File: src/rtl/pc_sequencer.sv
// Fetch/execute sequencer driving the Hack PC control pins from ROM handshake and ALU flags.
// Optional HALT_DETECT_EN adds a sticky halted output for the "@L; 0;JMP" end loop.
module pc_sequencer #(
  parameter int WIDTH    = 16,
  parameter int MAX_WAIT = 15
) (
  input  logic             clk,
  input  logic             reset,
  input  logic             run,
  input  logic [WIDTH-1:0] instr,
  input  logic             rom_ready,
  input  logic [WIDTH-1:0] a_reg,
  input  logic             zr,
  input  logic             ng,
  input  logic [WIDTH-1:0] pc_cur,
  output logic             rom_req,
  output logic [WIDTH-1:0] instr_reg,
  output logic             exec_en,
  output logic             pc_reset,
  output logic             pc_load,
  output logic             pc_inc,
  output logic [WIDTH-1:0] pc_in,
  output logic             timeout,
`ifdef HALT_DETECT_EN
  output logic             halted,
`endif
  output logic [1:0]       state
);

  // state   | meaning
  // IDLE    | waiting for run, no strobes
  // FETCH   | rom_req high, waiting for rom_ready (bounded by MAX_WAIT)
  // EXECUTE | one-cycle commit, exactly one of pc_load/pc_inc
  // ERROR   | ROM timeout, held until reset

  localparam int CW = $clog2(MAX_WAIT + 1);

  typedef enum logic [1:0] {
    IDLE    = 2'd0,
    FETCH   = 2'd1,
    EXECUTE = 2'd2,
    ERROR   = 2'd3
  } state_t;

  state_t           state_q, state_d;
  logic [CW-1:0]    wait_cnt, wait_d;
  logic [WIDTH-1:0] instr_d;
  logic             timeout_d;
  logic             jump;
  logic             halt_hit;
  logic             halted_q;
  logic             halted_d;

  wire              c_bit = instr_reg[WIDTH-1];
  wire [2:0]        j     = instr_reg[2:0];

  assign jump = c_bit & ((j[2] & ng) | (j[1] & zr) | (j[0] & ~ng & ~zr));

`ifdef HALT_DETECT_EN
  assign halt_hit = (state_q == EXECUTE) & c_bit & (j == 3'b111) &
                    (a_reg == (pc_cur - WIDTH'(1)));
  assign halted   = halted_q;
`else
  logic unused_pc;
  assign unused_pc = ^pc_cur;
  assign halt_hit  = 1'b0;
`endif

  always_ff @(posedge clk) begin
    if (reset) begin
      state_q   <= IDLE;
      instr_reg <= '0;
      wait_cnt  <= '0;
      timeout   <= 1'b0;
      halted_q  <= 1'b0;
    end else begin
      state_q   <= state_d;
      instr_reg <= instr_d;
      wait_cnt  <= wait_d;
      timeout   <= timeout_d;
      halted_q  <= halted_d;
    end
  end

  always_comb begin
    state_d   = state_q;
    instr_d   = instr_reg;
    wait_d    = wait_cnt;
    timeout_d = timeout;
    halted_d  = halted_q;
    case (state_q)
      IDLE: begin
        if (run && !halted_q) begin
          state_d = FETCH;
          wait_d  = '0;
        end
      end
      FETCH: begin
        if (rom_ready) begin
          instr_d = instr;
          state_d = EXECUTE;
        end else if (!run) begin
          state_d = IDLE;
        end else if (wait_cnt == CW'(MAX_WAIT)) begin
          state_d   = ERROR;
          timeout_d = 1'b1;
        end else begin
          wait_d = wait_cnt + CW'(1);
        end
      end
      EXECUTE: begin
        // A halt still takes the jump this cycle; only the next fetch is suppressed.
        if (halt_hit) begin
          halted_d = 1'b1;
          state_d  = IDLE;
        end else if (run) begin
          state_d = FETCH;
          wait_d  = '0;
        end else begin
          state_d = IDLE;
        end
      end
      default: state_d = ERROR;
    endcase
  end

  always_comb begin
    rom_req  = 1'b0;
    exec_en  = 1'b0;
    pc_load  = 1'b0;
    pc_inc   = 1'b0;
    pc_reset = reset;
    pc_in    = a_reg;
    if (!reset) begin
      case (state_q)
        FETCH:   rom_req = 1'b1;
        EXECUTE: begin
          exec_en = 1'b1;
          pc_load = jump;
          pc_inc  = ~jump;
        end
        default: ;
      endcase
    end
  end

  assign state = state_q;

endmodule

File: config.mk
export PLATFORM = sky130hd
export DESIGN_NAME = pc_sequencer
export DESIGN_NICKNAME = d
export VERILOG_FILES = /design/src/rtl/pc_sequencer.sv
export SDC_FILE = /design/constraint.sdc
export NUM_CORES = 1
export LEC_CHECK = 0
export BUFFER_PORTS_ARGS = -buffer_cell sky130_fd_sc_hd__buf_2
export CAP_MARGIN = 30
export CORE_UTILIZATION = 41
export CTS_CLUSTER_SIZE = 16
export DETAILED_ROUTE_END_ITERATION = 8
export PLACE_DENSITY = 0.84
export SLEW_MARGIN = 0
export SYNTH_ARGS = -nofsm -noshare
export SYNTH_HDL_FRONTEND = slang
export SYNTH_SLANG_ARGS = --single-unit
File: constraint.sdc
create_clock -name clk -period 2.8 [get_ports clk]
set_clock_uncertainty 0.2 [all_clocks]
set_input_delay 0.14 -clock clk [delete_from_list [all_inputs] [get_ports clk]]
set_output_delay 0.14 -clock clk [all_outputs]
set_load 0.01 [all_outputs]
======== Yosys cells after proc, flatten, opt, wreduce, memory -nomap -nowiden ========
Cells that the tools add are included.
storage, ports and cells
  output and inout bits ................... 40
  RAM bits ................................ 0
  bits in read-only memories .............. 0
  memories ................................ 0
  bits in latches ......................... 0
  bits of input ports ..................... 54
  word-level logic and storage cells ...... 51
  register bits ........................... 23
operators by class
  div/mod/pow operators ................... 0
  multiply operators ...................... 0
  add/sub/neg operators ................... 1
  reductions and logical operators ........ 7
  shift operators ......................... 0
  eq/ne operators ......................... 9
  $lt $le $gt $ge ......................... 0
  muxes and demuxes ....................... 19
  bitwise gates (word level) .............. 11
operator list
  cell                                                             number
  4-bit 2-to-1 mux                                                 4
  2-bit != test, second input constant                             5
  1-bit 2-to-1 mux                                                 9
  2-bit 2-to-1 mux                                                 4
  4-bit one-hot mux with 2 select lines                            1
  2-bit one-hot mux with 3 select lines                            1
  6-bit AND reduction                                              1
  1-bit bitwise AND                                                5
  4-bit by 1-bit adder with 4-bit output, second input constant    1
  4-bit == test, second input constant                             1
  4-bit != test, second input constant                             1
  1-bit inverter                                                   4
  2-bit AND reduction                                              2
  4-bit AND reduction                                              1
  3-bit nonzero test                                               1
  2-bit by 1-bit == test with 1-bit output, second input constant  1
  2-bit == test, second input constant                             1
  2-bit zero test                                                  1
  1-bit bitwise OR                                                 2
  2-bit OR reduction                                               1

======== Longest topological paths before layout ========
  depth after elaboration ................. 8
  depth in mapped cells ................... 6
  depth with buffers taken out ............ 4

======== Worst setup path before layout ========
Ideal clock, no wire load.
  kind .................................... register -> output
  start ................................... register state_q[0], in the netlist state[0]
  end ..................................... output pc_inc
  buffers on the path ..................... 1
  stages on the path, launching flop included .. 4
  path slack .............................. 1.174 ns
  arrival ................................. 1.286 ns
  required time ........................... 2.460 ns
  path through ............................ dfxtp_1 > buf_2 > nor3b_1 > a21boi_0
on the way
  cells in the longest elaborated chain, start to end .. 3
RTL lines
  what                    RTL line  RTL
  from (decl)             45        state_t state_q, state_d;
  from (signal assigned)  77        state_q <= state_d;
  2-bit == test           135       case (state_q)
  1-bit 2-to-1 mux        135
  1-bit 2-to-1 mux        134       if (!reset) begin
  to (decl)               21        output logic pc_inc,
Every way passes these cells.

======== Worst setup path in the final report ========
  start ................................... register state_q[1], in the netlist state[1]
  end ..................................... output pc_inc
The elaborated chain is that of the path after synthesis.

==> results.md <==
Status:
- The flow ran to the end, and the final reports show no timing, DRC or antenna violations.

Global routing:
- The largest net degree at the start of global routing is 29.
- The total global routing overflow is 0.
- The via count of the first global-routing pass is 896.
- The first global-routing pass estimated 3820 um of wire.
- The initial antenna violation count came to 0.
- The global-route usage over all layers is 17.8%.

Power and ir drop:
- The total power is 0.585 mW.
- For this design the ratio of total power to cell area is 411 mW/mm^2.
- VDD sags by at most 326 uV.
- For this design the static power due to leakage is 0.619 nW.

STA:
- The total of endpoints with negative setup slack in the final report is 0.
- Setup total negative slack on the finished layout was measured at 0 ps.
- The final period demand of the worst path is 1970 ps.
- Headroom to the max-slew limit came out at 57.2%.
- Setup repair after global routing left no endpoint under its margin.
- Dividing the final minimum period by the clock period gives 70.2%.
- The maximum frequency from static timing analysis is 509 MHz.
- The final count of hold timing violations came to 0.
- The final number of max-transition violations was 0.
- The actual transition at the worst max-transition pin is 639 ps.
- After layout, the worst setup slack is 834 ps.

Placed design:
- In this run the tool buffered the top-level ports with 45 buffer cells.
- The routability congestion estimate is 0.737.
- The minimum setup slack after placement is 1080 ps.
- After legalization and detailed placement, the total HPWL measured 1690 um.

Route:
- The iteration-0 DRC count of the detailed router is 12.
- The number of remaining DRC errors is 0.
- The routed layout has 1,090 vias.
- The count of antenna-violating nets left after detailed routing is 0.
- The number of iterations in the first detailed-routing pass is 4.
- The post-detailed-route wirelength per cell is 12.7 um.
- The detailed-route wire length is 2690 um.
- The detail-routed via count per cell is 5.14.

Clock network:
- Buffers inserted to repair hold after CTS numbered 18.
- The maximum root-to-sink buffer count is 2.
- Clock-pin slew was measured on the worst setup and hold paths at 120 ps.
- Post-CTS repair changed the size of 0 cells.
- The depth of the CTS H-tree is 1.
- The CTS tree is built.
- The tree is rooted in a sky130_fd_sc_hd__clkbuf_4.
- The tree built by TritonCTS fans out to 23 sinks.
- The clock buffer count from CTS is 3.
- The later pin in the worst-skew pair is clocked with a latency of 310 ps.
- In this run the post-CTS setup repair buffer count came out at 0.

Logic synthesis:
- Yosys mapped a number of flops with a built-in enable equal to 0.
- The number of different library cells in the post-synthesis netlist is 33.
- Yosys printed 0 warnings.
- In this run the cell area of the synthesized design comes to 0.00114 sq mm.
- After synthesis, the cell types taking the most area are sky130_fd_sc_hd__dfxtp_1 (40%), sky130_fd_sc_hd__buf_4 (12%), sky130_fd_sc_hd__nand2_1 (12%), sky130_fd_sc_hd__a21oi_1 (7.5%), sky130_fd_sc_hd__nor3b_1 (3.3%).
- For this run, asynchronously set or reset flops after synthesis account for 0%.
- By instance count, the leading cell after synthesis is sky130_fd_sc_hd__nand2_1.
- In this run the biggest area consumer among cell types represents 40.5% of the synthesized area.
- The commonest cells after synthesis are sky130_fd_sc_hd__nand2_1 (35), sky130_fd_sc_hd__dfxtp_1 (23), sky130_fd_sc_hd__buf_4 (18).
- The number of standard cells after synthesis is 142.
- The sequential area share after synthesis is 40.5%.
- Counting flops and latches in the post-synthesis netlist gives 23.
- The average footprint of a synthesized cell is 8.01 sq um.
- The number of nets in the synthesized netlist is 197.
- The flip-flop cell with the highest count after synthesis is sky130_fd_sc_hd__dfxtp_1.
- Of all cell types, the one taking the most synthesized area is sky130_fd_sc_hd__dfxtp_1.

Setup path:
- The critical path is of the reg -> out type.
- STA classifies the critical path endpoint as a primary output.
- The required time of the worst setup path is 2460 ps.
- The signal arrival time at the worst endpoint is 1630 ps.
- Along the worst path, the maximum fanout reaches 11.
- The worst register-to-register path has a setup slack of 1060 ps.
- The startpoint type of the worst setup path is a register.

Die:
- The floorplan step set the die height to 54.7 um.
- During I/O placement, the number of pins put on the boundary was 94.
- The starting density of the core is 44.7%.
- The initialized floorplan defines 18 standard-cell rows.
- The horizontal die dimension is 54.7 um.
- The die outline area is 0.00299 sq mm.
- The core footprint is 0.00254 sq mm.

Cells and area:
- Across the whole layout, storage elements account for 460 sq um.
- The area growth from synthesis to layout is 25.3%.
- The area occupied by multi-input gates is 483 sq um.
- Measured on the finished design, the core utilization comes to 56.0%.
- The layout net count is 238.
- The count of fill cells added during filler insertion is 238.
- The number of antenna diodes in the final layout is 0.
- The post-route netlist has 28.0% of its cells at a drive strength greater than 1.
- The number of flip-flops under the largest register name is 16.

Hold path:
- The path type of the worst min-delay path is in -> reg.

Run:
- The tool flagged a number of max-cap violations equal to 0.
-- worst max-delay path, stage by stage (launching register included) --
cell and delay [ps]:
sky130_fd_sc_hd__dfxtp_1 540, sky130_fd_sc_hd__nor3b_1 400, sky130_fd_sc_hd__a21boi_0 220, sky130_fd_sc_hd__buf_2 160
-- layout by cell type, fill, tap and decap left out, types with 3 or more instances in the layout --
cell / netlist / layout
sky130_fd_sc_hd__a21oi_1: 17 / 17
sky130_fd_sc_hd__nor3_1: 3 / 3
sky130_fd_sc_hd__clkbuf_4: 0 / 3
sky130_fd_sc_hd__nand2_1: 35 / 35
sky130_fd_sc_hd__a211oi_1: 3 / 3
sky130_fd_sc_hd__buf_2: 5 / 45
sky130_fd_sc_hd__dfxtp_1: 23 / 23
sky130_fd_sc_hd__dlygate4sd3_1: 0 / 18
sky130_fd_sc_hd__nor3b_1: 5 / 5
sky130_fd_sc_hd__inv_1: 3 / 3
-- area by class of cell --
cell class                      instances  share of cell area [%]
Multi-Input combinational cell         89                    33.9
Sequential cell                        23                    32.3
Timing Repair Buffer                   63                    28.4
Tap cell                               30                    2.63
Clock buffer                            3                    1.58
Inverter                                3                   0.790
Clock inverter                          1                   0.351
-- stage by stage --
step | cells | hold WS [ps] | area [sq um]
CTS | 212 | 53.2 | 1430
finish | 212 | 57.3 | 1430
global placement | 190 | 80.1 | 1220
global route | 212 | 77.2 | 1430
detailed placement | 190 | 80.1 | 1220
floorplan | 142 | 76.0 | 1140
-- routing by layer --
metal	GRT usage, %	routed length (um)	part of all wire (%)	vias to the layer above
met5	0	0	0	-
met4	10.3	42	1.6	0
met3	1.94	137	5.1	8
met2	31.7	1400	52	42
met1	20.1	1120	41	494
li1	-	-	-	546
-- where the power goes --
part	internal, mW	leakage (nW)	switching [mW]
sequential	0.337	0.187	0.00845
clock	0.0534	0.0177	0.0990
combinational	0.0457	0.414	0.0421
-- path summary, 6_finish.rpt --
kind | startpoint | to | cells after the start
worst min-delay path | reset | state[0]$_SDFFE_PP0P_ | 2
worst max register to register | state[0]$_SDFFE_PP0P_ | instr_reg[1]$_SDFFE_PP0P_ | 3
worst max-delay path | state[1]$_SDFFE_PP0P_ | pc_inc | 3
worst min register to register | instr_reg[3]$_SDFFE_PP0P_ | instr_reg[3]$_SDFFE_PP0P_ | 2
-- cells by family after synthesis --
logic type	count (synthesis)	synth area share (%)
adder cells (fa/ha/maj)	1	1.10
AO/OA/AOI/OAI	31	17.2
flip-flops	23	40.5
AND/OR/NAND/NOR	57	24.2
buffers and inverters	30	17.1
Note: power is estimated with default switching activity, not from simulation.
